==> config.mk <==
export PLATFORM = sky130hd
export DESIGN_NAME = zuc_ks_xor
export DESIGN_NICKNAME = d
export VERILOG_FILES = /design/src/rtl/zuc_ks_xor.sv
export SDC_FILE = /design/constraint.sdc
export NUM_CORES = 1
export LEC_CHECK = 0
export ABC_CLOCK_PERIOD_IN_PS = 2320
export BUFFER_PORTS_ARGS = -buffer_cell sky130_fd_sc_hd__buf_4
export CORE_MARGIN = 4
export CORE_UTILIZATION = 32
export CTS_BUF_LIST = sky130_fd_sc_hd__clkbuf_4
export CTS_CLUSTER_DIAMETER = 200
export DETAILED_ROUTE_END_ITERATION = 10
export GPL_TIMING_DRIVEN = 1
export SYNTH_ARGS = -nofsm -noshare
export SYNTH_HDL_FRONTEND = slang
export SYNTH_SLANG_ARGS = --single-unit
==> constraint.sdc <==
create_clock -name clk -period 2.32 [get_ports clk]
set_input_delay 0.116 -clock clk [delete_from_list [all_inputs] [get_ports clk]]
set_output_delay 0.116 -clock clk [all_outputs]
set_load 0.01 [all_outputs]
==> src/rtl/zuc_ks_xor.sv <==
// zuc_ks_xor: XORs keystream words with message words, masking the tail of the final word
module zuc_ks_xor #(
  parameter int lw = 16
) (
  input  logic          clk,
  input  logic          rst,
  input  logic          s_cmd_valid,
  output logic          s_cmd_ready,
  input  logic [lw-1:0] s_cmd_len,
  input  logic          s_ks_valid,
  output logic          s_ks_ready,
  input  logic [31:0]   s_ks_data,
  input  logic          s_msg_valid,
  output logic          s_msg_ready,
  input  logic [31:0]   s_msg_data,
  output logic          m_valid,
  input  logic          m_ready,
  output logic [31:0]   m_data,
  output logic          m_last,
  output logic          ks_flush,
  output logic          busy
);
  typedef enum logic {IDLE, RUN} state_t;
  state_t state_q, state_d;
  logic [lw-5:0] words_left_q, words_left_d;
  logic [4:0] tail_q, tail_d;
  logic [31:0] m_data_q, m_data_d, mask;
  logic m_valid_q, m_valid_d, m_last_q, m_last_d, ks_flush_q, ks_flush_d;
  logic run, can_out, fire, cmd_fire, last;
  assign run = state_q == RUN;
  assign can_out = !m_valid_q || m_ready;
  assign fire = run && s_ks_valid && s_msg_valid && can_out;
  assign cmd_fire = !run && s_cmd_valid;
  assign last = words_left_q == (lw-4)'(1);
  assign mask = tail_q == 5'd0 ? '1 : ~(32'hFFFF_FFFF >> tail_q);
  assign s_cmd_ready = !run;
  assign s_ks_ready = run && s_msg_valid && can_out;
  assign s_msg_ready = run && s_ks_valid && can_out;
  assign m_valid = m_valid_q;
  assign m_data = m_data_q;
  assign m_last = m_last_q;
  assign ks_flush = ks_flush_q;
  assign busy = run || m_valid_q;
  // command load, joint ks/msg fire into the output register, and output drain
  always_comb begin
    state_d = state_q;
    words_left_d = words_left_q;
    tail_d = tail_q;
    m_valid_d = m_valid_q && !m_ready;
    m_data_d = m_data_q;
    m_last_d = m_last_q;
    ks_flush_d = cmd_fire && s_cmd_len == '0;
    if (cmd_fire && s_cmd_len != '0) begin
      state_d = RUN;
      words_left_d = {1'b0, s_cmd_len[lw-1:5]} + (lw-4)'(|s_cmd_len[4:0]);
      tail_d = s_cmd_len[4:0];
    end
    if (fire) begin
      m_valid_d = 1'b1;
      m_data_d = (s_ks_data ^ s_msg_data) & (last ? mask : '1);
      m_last_d = last;
      words_left_d = words_left_q - (lw-4)'(1);
      state_d = last ? IDLE : RUN;
      ks_flush_d = last;
    end
  end
  // state registers with synchronous reset
  always_ff @(posedge clk) begin
    if (rst) begin
      state_q <= IDLE;
      words_left_q <= '0;
      tail_q <= '0;
      m_valid_q <= 1'b0;
      m_data_q <= '0;
      m_last_q <= 1'b0;
      ks_flush_q <= 1'b0;
    end else begin
      state_q <= state_d;
      words_left_q <= words_left_d;
      tail_q <= tail_d;
      m_valid_q <= m_valid_d;
      m_data_q <= m_data_d;
      m_last_q <= m_last_d;
      ks_flush_q <= ks_flush_d;
    end
  end
endmodule
==> results.py, run 1 <==
metrics = {
    "routing": {
        "drt_pre_antenna_iters": 4,
        "vias": 3086,
        "routed_wl_um": 9100,
        "routed_via_density": 5.22,
        "drt-initial-drc-count": 154,
        "drc": 0,
        "routedWlPerCell_um": 15.4,
        "ant_nets": 0,
    },
    "floorplanning": {
        "die-height_um": 104,
        "std_cell_rows": 34,
        "start_util_pct": 33.5,
        "fp.dieArea_um2": 10900,
        "pin_count": 125,
        "core_um2": 8850,
        "die_x_um": 104,
    },
    "logic_synthesis": {
        "synth_flop_cell": "dfxtp_1",
        "yosysWarningCount": 0,
        "synth_area_leader_cell": "dfxtp_1",
        "ys_seq_elements": 53,
        "async_flop_share_pct": 0,
        "synth.yosys.seq_area_share_pct": 35.8,
        "syn_inst": 366,
        "syn_nets": 456,
        "yosysUniqueCellTypes": 49,
        "synth_edf_count": 0,
        "netlist.area_leader.share_pct": 35.8,
        "synthTopCellsByArea": "dfxtp_1 36%, xnor2_1 6.5%, nand2_1 6.2%",
        "avgSynthCellArea_um2": 8.10,
        "netlist_area_um2": 2960,
    },
    "cts": {
        "cts-root-buf": "clkbuf_4",
        "cts_buffers": 5,
        "cts_tree": "done",
        "cts_sinks": 53,
        "path_clk_slew_ns": 0.16,
        "post_cts_resized": 0,
        "post-cts-setup-buffer-count": 0,
        "hold_buffers": 0,
        "cts.htree.levels": 2,
        "clock_latency_ns": 0.37,
        "clock_path_buffers": 2,
    },
    "grt": {
        "grt_pass1_wl_um": 14800,
        "grt_max_degree": 33,
        "antenna_found_initial": 0,
        "grt_pass1_vias": 3004,
        "gr-total-overflow": 0,
        "grt.total_usage_pct": 16.2,
    },
    "sta": {
        "worstMarginPinSlew_ns": 0.514,
        "period_minus_slack_ns": 2.09,
        "hold_viol": 0,
        "layout_setup_ws_ns": 0.227,
        "skew_ns": 0.0148,
        "slew_headroom_pct": 65.8,
        "setup_viol": 0,
        "rsz0062_at_grt": "no",
        "finalSetupTns_ns": 0,
        "finalCritPeriodShare_pct": 90.2,
        "clock.fmax_ghz": 0.478,
        "drv_slew": 0,
    },
    "worst_hold_path": {
        "hold_start": "s_ks_data[31]",
        "hp-class": "in -> reg",
        "holdPathStages": 3,
        "min_to": "m_data[31]$_SDFFE_PP0P_",
    },
    "setup_path": {
        "cp.required_ns": 2.60,
        "r2r_start": "words_left_q[6]$_SDFFE_PP0P_",
        "crit_path_start_kind": "register",
        "crit_arrival_ns": 2.38,
        "r2r_end": "m_data[6]$_SDFFE_PP0P_",
        "crit_path_max_fanout": 11,
        "criticalPathCategory": "reg -> reg",
        "worstRegToRegCells": 5,
        "end_kind": "register",
        "rrSetupSlack_ns": 0.23,
    },
    "finish": {
        "fin_util_pct": 45.8,
        "regArea_um2": 1060,
        "mostFrequentLayoutCells": "132 x buf_4, 53 x dfxtp_1, 49 x nand2_1",
        "finalNonFillerCells": 591,
        "area_growth_pct": 36.7,
        "final_common_cell": "buf_4",
        "drive_gt1_share_pct": 30.0,
        "fin_nets": 574,
        "fillers": 925,
        "multi_input_area_um2": 1800,
        "antenna_cells": 0,
    },
    "power": {
        "p_leak_nw": 1.80,
        "power.total_mw": 1.88,
        "ir_drop_mv": 0.236,
        "p_per_area_nw_per_um2": 465,
    },
    "placed_design": {
        "post-place-ws_ns": 0.101,
        "dp_hpwl_um": 7130,
        "dpl.cell_count": 585,
        "numPortBuffers": 124,
        "gp_congestion": 0.844,
    },
    "status": {
        "status": "finished, final reports clean",
    },
    "job": {
        "cap_violations": 0,
    },
}
==> sequential cells by signal, indices dropped and copies added (netlist names) <==
signal        flops
run               1
m_last            1
words_left_q     12
m_data           32
ks_flush          1
m_valid           1
tail_q            5
==> stage by stage <==
step	hold slack, ns	area [µm²]
after floorplan	0.252	2960
after global placement	0.422	4010
after detailed placement	0.423	4010
after CTS	0.0108	4050
after global routing	0.00883	4050
final	0.0279	4050
==> cells by family after synthesis <==
logic type | Yosys count | synth area share [%]
flops | 53 | 35.8
simple gates | 140 | 23.3
fa+ha+maj | 4 | 1.69
compound gates | 100 | 23.3
xor+xnor | 41 | 12.1
buf+inv | 28 | 3.76
==> worst max-delay path, stage by stage (launching register included) <==
cell,delay (ns)
dfxtp_1,0.38
or4_1,0.61
nor3_1,0.23
and3_2,0.37
o211ai_1,0.14
a32o_1,0.28
==> metal layers <==
layer	vias to the layer above	share of wire [%]	GRT usage (%)
met5	-	0	0
met4	0	1.1	3.04
met3	10	6.1	3.66
met2	96	50	28.6
met1	1432	43	20.3
li1	1548	-	-
==> layout make-up <==
| type | instances | area share, % |
|---|---|---|
| inverters | 7 | 0.649 |
| repair buffers | 132 | 24.5 |
| flip-flops and latches | 53 | 26.2 |
| well taps | 108 | 3.34 |
| multi-input cells | 285 | 44.3 |
| clock inverters | 1 | 0.124 |
| clock buffers | 5 | 0.926 |
==> worst max path at each step <==
| stage | cells after the start | start | to | slack (ns) |
|---|---|---|---|---|
| 2_1_floorplan | 5 | words_left_q[2]$_SDFFE_PP0P_ | words_left_q[9]$_SDFFE_PP0P_ | 0.39 |
| 3_3_place_gp | 5 | words_left_q[6]$_SDFFE_PP0P_ | m_data[6]$_SDFFE_PP0P_ | 0.18 |
| 3_5_place_dp | 5 | words_left_q[6]$_SDFFE_PP0P_ | m_data[6]$_SDFFE_PP0P_ | 0.10 |
| 4_1_cts | 5 | words_left_q[6]$_SDFFE_PP0P_ | m_data[6]$_SDFFE_PP0P_ | 0.07 |
| 5_1_grt | 5 | words_left_q[6]$_SDFFE_PP0P_ | m_data[6]$_SDFFE_PP0P_ | 0.11 |
| 6_report | 5 | words_left_q[6]$_SDFFE_PP0P_ | m_data[6]$_SDFFE_PP0P_ | 0.23 |
==> cells in the mapped netlist, types with 2 or more instances <==
library cell and number:
nor2b_1 4, or4_1 2, a211oi_1 13, nor4_1 6, inv_1 7, o211ai_1 10
o21ai_0 12, buf_2 2, o31ai_1 2, nand3_1 14, nand4_1 6, nor3_1 7
a22oi_1 3, a21oi_1 25, ha_1 4, xor2_1 19, and2_1 5, and3_1 7
nand2b_1 4, and4_1 2, or3_1 2, a31oi_1 4, a21o_1 11, dfxtp_1 53
nand2_1 49, a32o_1 7, xnor2_1 22, clkbuf_1 17, a2bb2oi_1 3, nor2_1 25
==> power breakdown <==
part / switching (mW) / internal, mW
Combinational: 0.252 / 0.250
Sequential: 0.0345 / 0.952
Clock: 0.290 / 0.106
Note: power is estimated with default switching activity, not from simulation.
==> run 2: changes to the inputs <==
--- a/config.mk
+++ b/config.mk
@@ -13,6 +13,7 @@
 export CTS_CLUSTER_DIAMETER = 200
 export DETAILED_ROUTE_END_ITERATION = 10
 export GPL_TIMING_DRIVEN = 1
+export MAX_ROUTING_LAYER = met4
 export SYNTH_ARGS = -nofsm -noshare
 export SYNTH_HDL_FRONTEND = slang
 export SYNTH_SLANG_ARGS = --single-unit
==> results.py, run 2 (synthesized netlist as in run 1, its figures left out) <==
metrics = {
    "placed_design": {
        "numPortBuffers": 124,
        "dp_hpwl_um": 7160,
        "gp_congestion": 0.858,
        "postPlaceCellArea_um2": 4010,
    },
    "floorplanning": {
        "std_cell_rows": 34,
        "fp.dieArea_um2": 10900,
        "core_um2": 8850,
        "die_x_um": 104,
        "start_util_pct": 33.5,
        "pin_count": 125,
        "die-height_um": 104,
    },
    "cts": {
        "cts_tree": "done",
        "cts.htree.levels": 2,
        "clock_path_buffers": 2,
        "post-cts-setup-buffer-count": 0,
        "cts_buffers": 5,
        "cts-root-buf": "clkbuf_4",
        "clock_latency_ns": 0.37,
        "path_clk_slew_ns": 0.15,
        "cts_sinks": 53,
    },
    "grt": {
        "grt.total_usage_pct": 16.9,
        "grt_pass1_vias": 2986,
        "grt_pass1_wl_um": 14800,
        "antenna_found_initial": 0,
        "gr-total-overflow": 0,
        "grt_max_degree": 33,
    },
    "setup_path": {
        "critPathSlowestCell": "or4_1",
        "crit_path_max_fanout": 11,
        "critical_path_buf_inv_count": 0,
        "cp.required_ns": 2.60,
        "end_kind": "register",
        "crit_path_start_kind": "register",
        "cpPeakStageDelay_ns": 0.61,
        "path_cells": "or4_1 > nor3_1 > and3_2 > o211ai_1 > a32o_1",
        "rrSetupSlack_ns": 0.23,
        "critPathTopFamily": "simple AND/OR/NAND/NOR gates",
        "criticalPathCategory": "reg -> reg",
        "crit_arrival_ns": 2.37,
    },
    "sta": {
        "rsz0062_at_grt": "no",
        "finalCritPeriodShare_pct": 90.1,
        "skew_ns": 0.00653,
        "period_minus_slack_ns": 2.09,
        "finalSetupTns_ns": 0,
        "hold_viol": 0,
        "setup_viol": 0,
        "clock.fmax_ghz": 0.478,
        "slew_headroom_pct": 61.6,
        "worstMarginPinSlew_ns": 0.571,
        "drv_slew": 0,
    },
    "power": {
        "seqPwrFrac_pct": 49.2,
        "combPwrFrac_pct": 25.2,
        "p_per_area_nw_per_um2": 489,
        "p_sw_uw": 582,
        "p_leak_nw": 1.82,
        "intPower_mw": 1.43,
        "pwr-share-clk_pct": 25.5,
        "power.total_mw": 2.01,
        "switching_share_pct": 29.0,
        "ir_drop_mv": 0.245,
    },
    "routing": {
        "routed_via_density": 5.14,
        "routed_wl_um": 9150,
        "routedWlPerCell_um": 15.4,
        "ant_nets": 0,
        "vias": 3052,
        "drt-initial-drc-count": 93,
        "drc": 0,
        "drt_pre_antenna_iters": 5,
    },
    "status": {
        "status": "finished, final reports clean",
    },
    "finish": {
        "final_area_um2": 4100,
        "area_growth_pct": 38.4,
        "fin_nets": 576,
        "fin_util_pct": 46.4,
        "multi_input_area_um2": 1800,
        "fillers": 934,
        "drive_gt1_share_pct": 30.0,
        "regArea_um2": 1060,
        "largest_reg_flops": 32,
        "final_common_cell": "buf_4",
        "antenna_cells": 0,
        "mostFrequentLayoutCells": "132 x buf_4, 53 x dfxtp_1, 49 x nand2_1",
    },
    "worst_hold_path": {
        "hp-class": "in -> reg",
    },
    "job": {
        "cap_violations": 0,
    },
}
==> run 2: cell count changes in the layout (fill, tap and decap cells not counted), sizes merged <==
cell,previous run,this run
dlygate4sd3,0,2
bufinv,0,1
==> run 2: worst paths after layout <==
| check | from | depth (start not counted) | end |
|---|---|---|---|
| setup / recovery | words_left_q[6]$_SDFFE_PP0P_ | 5 | m_data[1]$_SDFFE_PP0P_ |
| hold / removal | s_cmd_len[2] | 3 | tail_q[2]$_SDFFE_PP0P_ |
| hold reg to reg | m_data[24]$_SDFFE_PP0P_ | 2 | m_data[24]$_SDFFE_PP0P_ |
| setup reg to reg | words_left_q[6]$_SDFFE_PP0P_ | 5 | m_data[1]$_SDFFE_PP0P_ |
==> run 2: layout make-up <==
class | instances | share of cell area [%]
multi-input cells | 285 | 43.8
repair buffers | 134 | 24.6
well taps | 108 | 3.29
clock buffers | 5 | 0.915
flip-flops and latches | 53 | 25.9
clock inverters | 2 | 0.854
inverters | 7 | 0.641
==> run 2: per-layer routing <==
metal / GRT usage (%) / vias up / part of all wire (%)
li1: - / 1558 / -
met1: 20.7 / 1383 / 43
met2: 28.8 / 104 / 50
met3: 3.79 / 7 / 6.5
met4: 2.85 / 0 / 0.76
met5: - / - / 0
==> run 2: worst register-to-register path, stage by stage (launching register included) <==
cell and delay, ns:
dfxtp_1 0.39, or4_1 0.61, nor3_1 0.23, and3_2 0.36
o211ai_1 0.14, a32o_1 0.28
==> run 2: power groups by stage <==
stage               registers (mW)  logic [mW]  clock network, mW
floorplan                     1.01       0.254                  0
global placement              1.01       0.504                  0
detailed placement            1.01       0.505                  0
CTS                          0.988       0.508              0.529
global route                 0.995       0.559              0.575
finish                       0.988       0.507              0.512
==> run 2: per-stage QoR <==
step | instances | setup WS [ns] | hold WS (ns)
after global placement | 585 | 0.186 | 0.420
after CTS | 592 | 0.113 | 0.0120
after floorplan | 366 | 0.393 | 0.252
after detailed placement | 585 | 0.130 | 0.419
final | 594 | 0.229 | 0.0288
after global routing | 594 | 0.0820 | 0.0138
==> run 2: what timing repair did <==
item / CTS / global route
endpoints found under the hold margin: 0 / 1
resized for setup: 0 / 1
hold buffers: 0 / 2
endpoints found under the setup margin: 0 / 5
==> run 3: changes to the inputs <==
--- a/config.mk
+++ b/config.mk
@@ -13,6 +13,7 @@
 export CTS_CLUSTER_DIAMETER = 200
 export DETAILED_ROUTE_END_ITERATION = 10
 export GPL_TIMING_DRIVEN = 1
+export HOLD_SLACK_MARGIN = 0.15
 export MAX_ROUTING_LAYER = met4
 export SYNTH_ARGS = -nofsm -noshare
 export SYNTH_HDL_FRONTEND = slang
==> constraint.sdc (replaced) <==
create_clock -name clk -period 2.32 [get_ports clk]
set_input_delay 0.464 -clock clk [delete_from_list [all_inputs] [get_ports clk]]
set_output_delay 0.464 -clock clk [all_outputs]
set_load 0.01 [all_outputs]
==> results.py, run 3 (synthesized netlist as in run 1, its figures left out) <==
metrics = {
    "cts": {
        "cts_tree": "done",
        "cts_buffers": 5,
        "hold_buffers": 0,
        "cts-root-buf": "clkbuf_4",
        "cts.htree.levels": 2,
        "clock_latency_ns": 0.37,
        "post-cts-setup-buffer-count": 0,
        "clock_path_buffers": 2,
        "post_cts_resized": 0,
        "path_clk_slew_ns": 0.16,
        "cts_sinks": 53,
    },
    "sta": {
        "finalCritPeriodShare_pct": 94.1,
        "period_minus_slack_ns": 2.18,
        "clock.fmax_ghz": 0.458,
        "setup_viol": 0,
        "slew_headroom_pct": 28.0,
        "finalSetupTns_ns": 0,
        "hold_viol": 0,
        "rsz0062_at_grt": "no",
        "worstMarginPinSlew_ns": 1.08,
        "drv_slew": 0,
        "layout_setup_ws_ns": 0.137,
        "skew_ns": 0.0142,
    },
    "grt": {
        "gr-total-overflow": 0,
        "grt_max_degree": 33,
        "grt_pass1_vias": 2926,
        "antenna_found_initial": 0,
        "grt.total_usage_pct": 16.4,
        "grt_pass1_wl_um": 14500,
    },
    "routing": {
        "routedWlPerCell_um": 15.2,
        "routed_wl_um": 9020,
        "vias": 3106,
        "routed_via_density": 5.23,
        "drt-initial-drc-count": 130,
        "drc": 0,
        "ant_nets": 0,
        "drt_pre_antenna_iters": 4,
    },
    "finish": {
        "antenna_cells": 0,
        "final_area_um2": 4090,
        "fillers": 940,
        "mostFrequentLayoutCells": "133 x buf_4, 53 x dfxtp_1, 49 x nand2_1",
        "largest_reg_flops": 32,
        "regArea_um2": 1060,
        "drive_gt1_share_pct": 30.0,
        "area_growth_pct": 38.1,
        "final_common_cell": "buf_4",
        "fin_nets": 575,
        "multi_input_area_um2": 1790,
    },
    "placed_design": {
        "numPortBuffers": 124,
        "post-place-ws_ns": 0.158,
        "postPlaceCellArea_um2": 4020,
        "gp_congestion": 0.860,
        "dp_hpwl_um": 7020,
    },
    "power": {
        "ir_drop_mv": 0.229,
        "p_leak_nw": 1.82,
        "p_per_area_nw_per_um2": 492,
    },
    "setup_path": {
        "critPathSlowestCell": "or4_1",
        "path_cells": "or4_1 > nor3_1 > and3_1 > o211ai_1 > a32o_1",
        "crit_path_max_fanout": 11,
        "crit_path_start_kind": "register",
        "crit_arrival_ns": 2.47,
        "cpPeakStageDelay_ns": 0.61,
        "critPathTopFamily": "simple AND/OR/NAND/NOR gates",
        "cp.required_ns": 2.61,
        "criticalPathCategory": "reg -> reg",
        "critical_path_buf_inv_count": 0,
        "end_kind": "register",
    },
    "floorplanning": {
        "core_um2": 8850,
        "die-height_um": 104,
        "std_cell_rows": 34,
        "start_util_pct": 33.5,
        "pin_count": 125,
        "die_x_um": 104,
        "fp.dieArea_um2": 10900,
    },
    "status": {
        "status": "finished, final reports clean",
    },
    "worst_hold_path": {
        "hp-class": "in -> reg",
    },
    "job": {
        "cap_violations": 0,
    },
}
-- run 3: final timing paths --
| path | cells after the start | slack, ns | start | endpoint |
|---|---|---|---|---|
| max | 5 | 0.14 | words_left_q[6]$_SDFFE_PP0P_ | m_data[6]$_SDFFE_PP0P_ |
| min | 3 | 0.36 | s_cmd_len[3] | tail_q[3]$_SDFFE_PP0P_ |
| max reg2reg | 5 | 0.14 | words_left_q[6]$_SDFFE_PP0P_ | m_data[6]$_SDFFE_PP0P_ |
| min reg2reg | 2 | 0.45 | m_data[21]$_SDFFE_PP0P_ | m_data[21]$_SDFFE_PP0P_ |
-- run 3: per-layer routing --
layer  routed length, µm  part of all wire, %  up-vias  track usage, %
li1                    -                    -     1557               -
met1                4010                   44     1442            20.7
met2                4380                   49      100            26.8
met5                   0                    0        -               -
met3                 548                  6.1        7            3.91
met4                  75                 0.83        0            3.13
-- run 3: area by class of cell --
cell class | count | area share (%)
Multi-Input combinational cell | 285 | 43.8
Sequential cell | 53 | 25.9
Timing Repair Buffer | 133 | 24.4
Tap cell | 108 | 3.30
Clock inverter | 3 | 1.01
Clock buffer | 5 | 0.917
Inverter | 7 | 0.642
-- run 3: through the flow --
stage / hold slack, ns / util, % / cells / power, mW
after CTS: 0.352 / 46.3 / 594 / 2.03
final: 0.363 / 46.3 / 594 / 2.02
after floorplan: 0.463 / - / 366 / 1.26
after global placement: 0.429 / 45.4 / 586 / 1.50
after global routing: 0.341 / 46.3 / 594 / 2.12
after detailed placement: 0.438 / 45.4 / 586 / 1.51
-- run 3: worst reg2reg max path, delay by kind of cell (launching register included) --
family          cells  cell delay, ns
flops               1            0.39
compound gates      2            0.44
simple gates        3            1.27
-- run 3: power by group --
part	internal (mW)	switching, mW	leakage, nW
sequential	0.952	0.0356	0.432
clock	0.224	0.299	0.0389
combinational	0.251	0.254	1.35
total	1.43	0.589	1.82
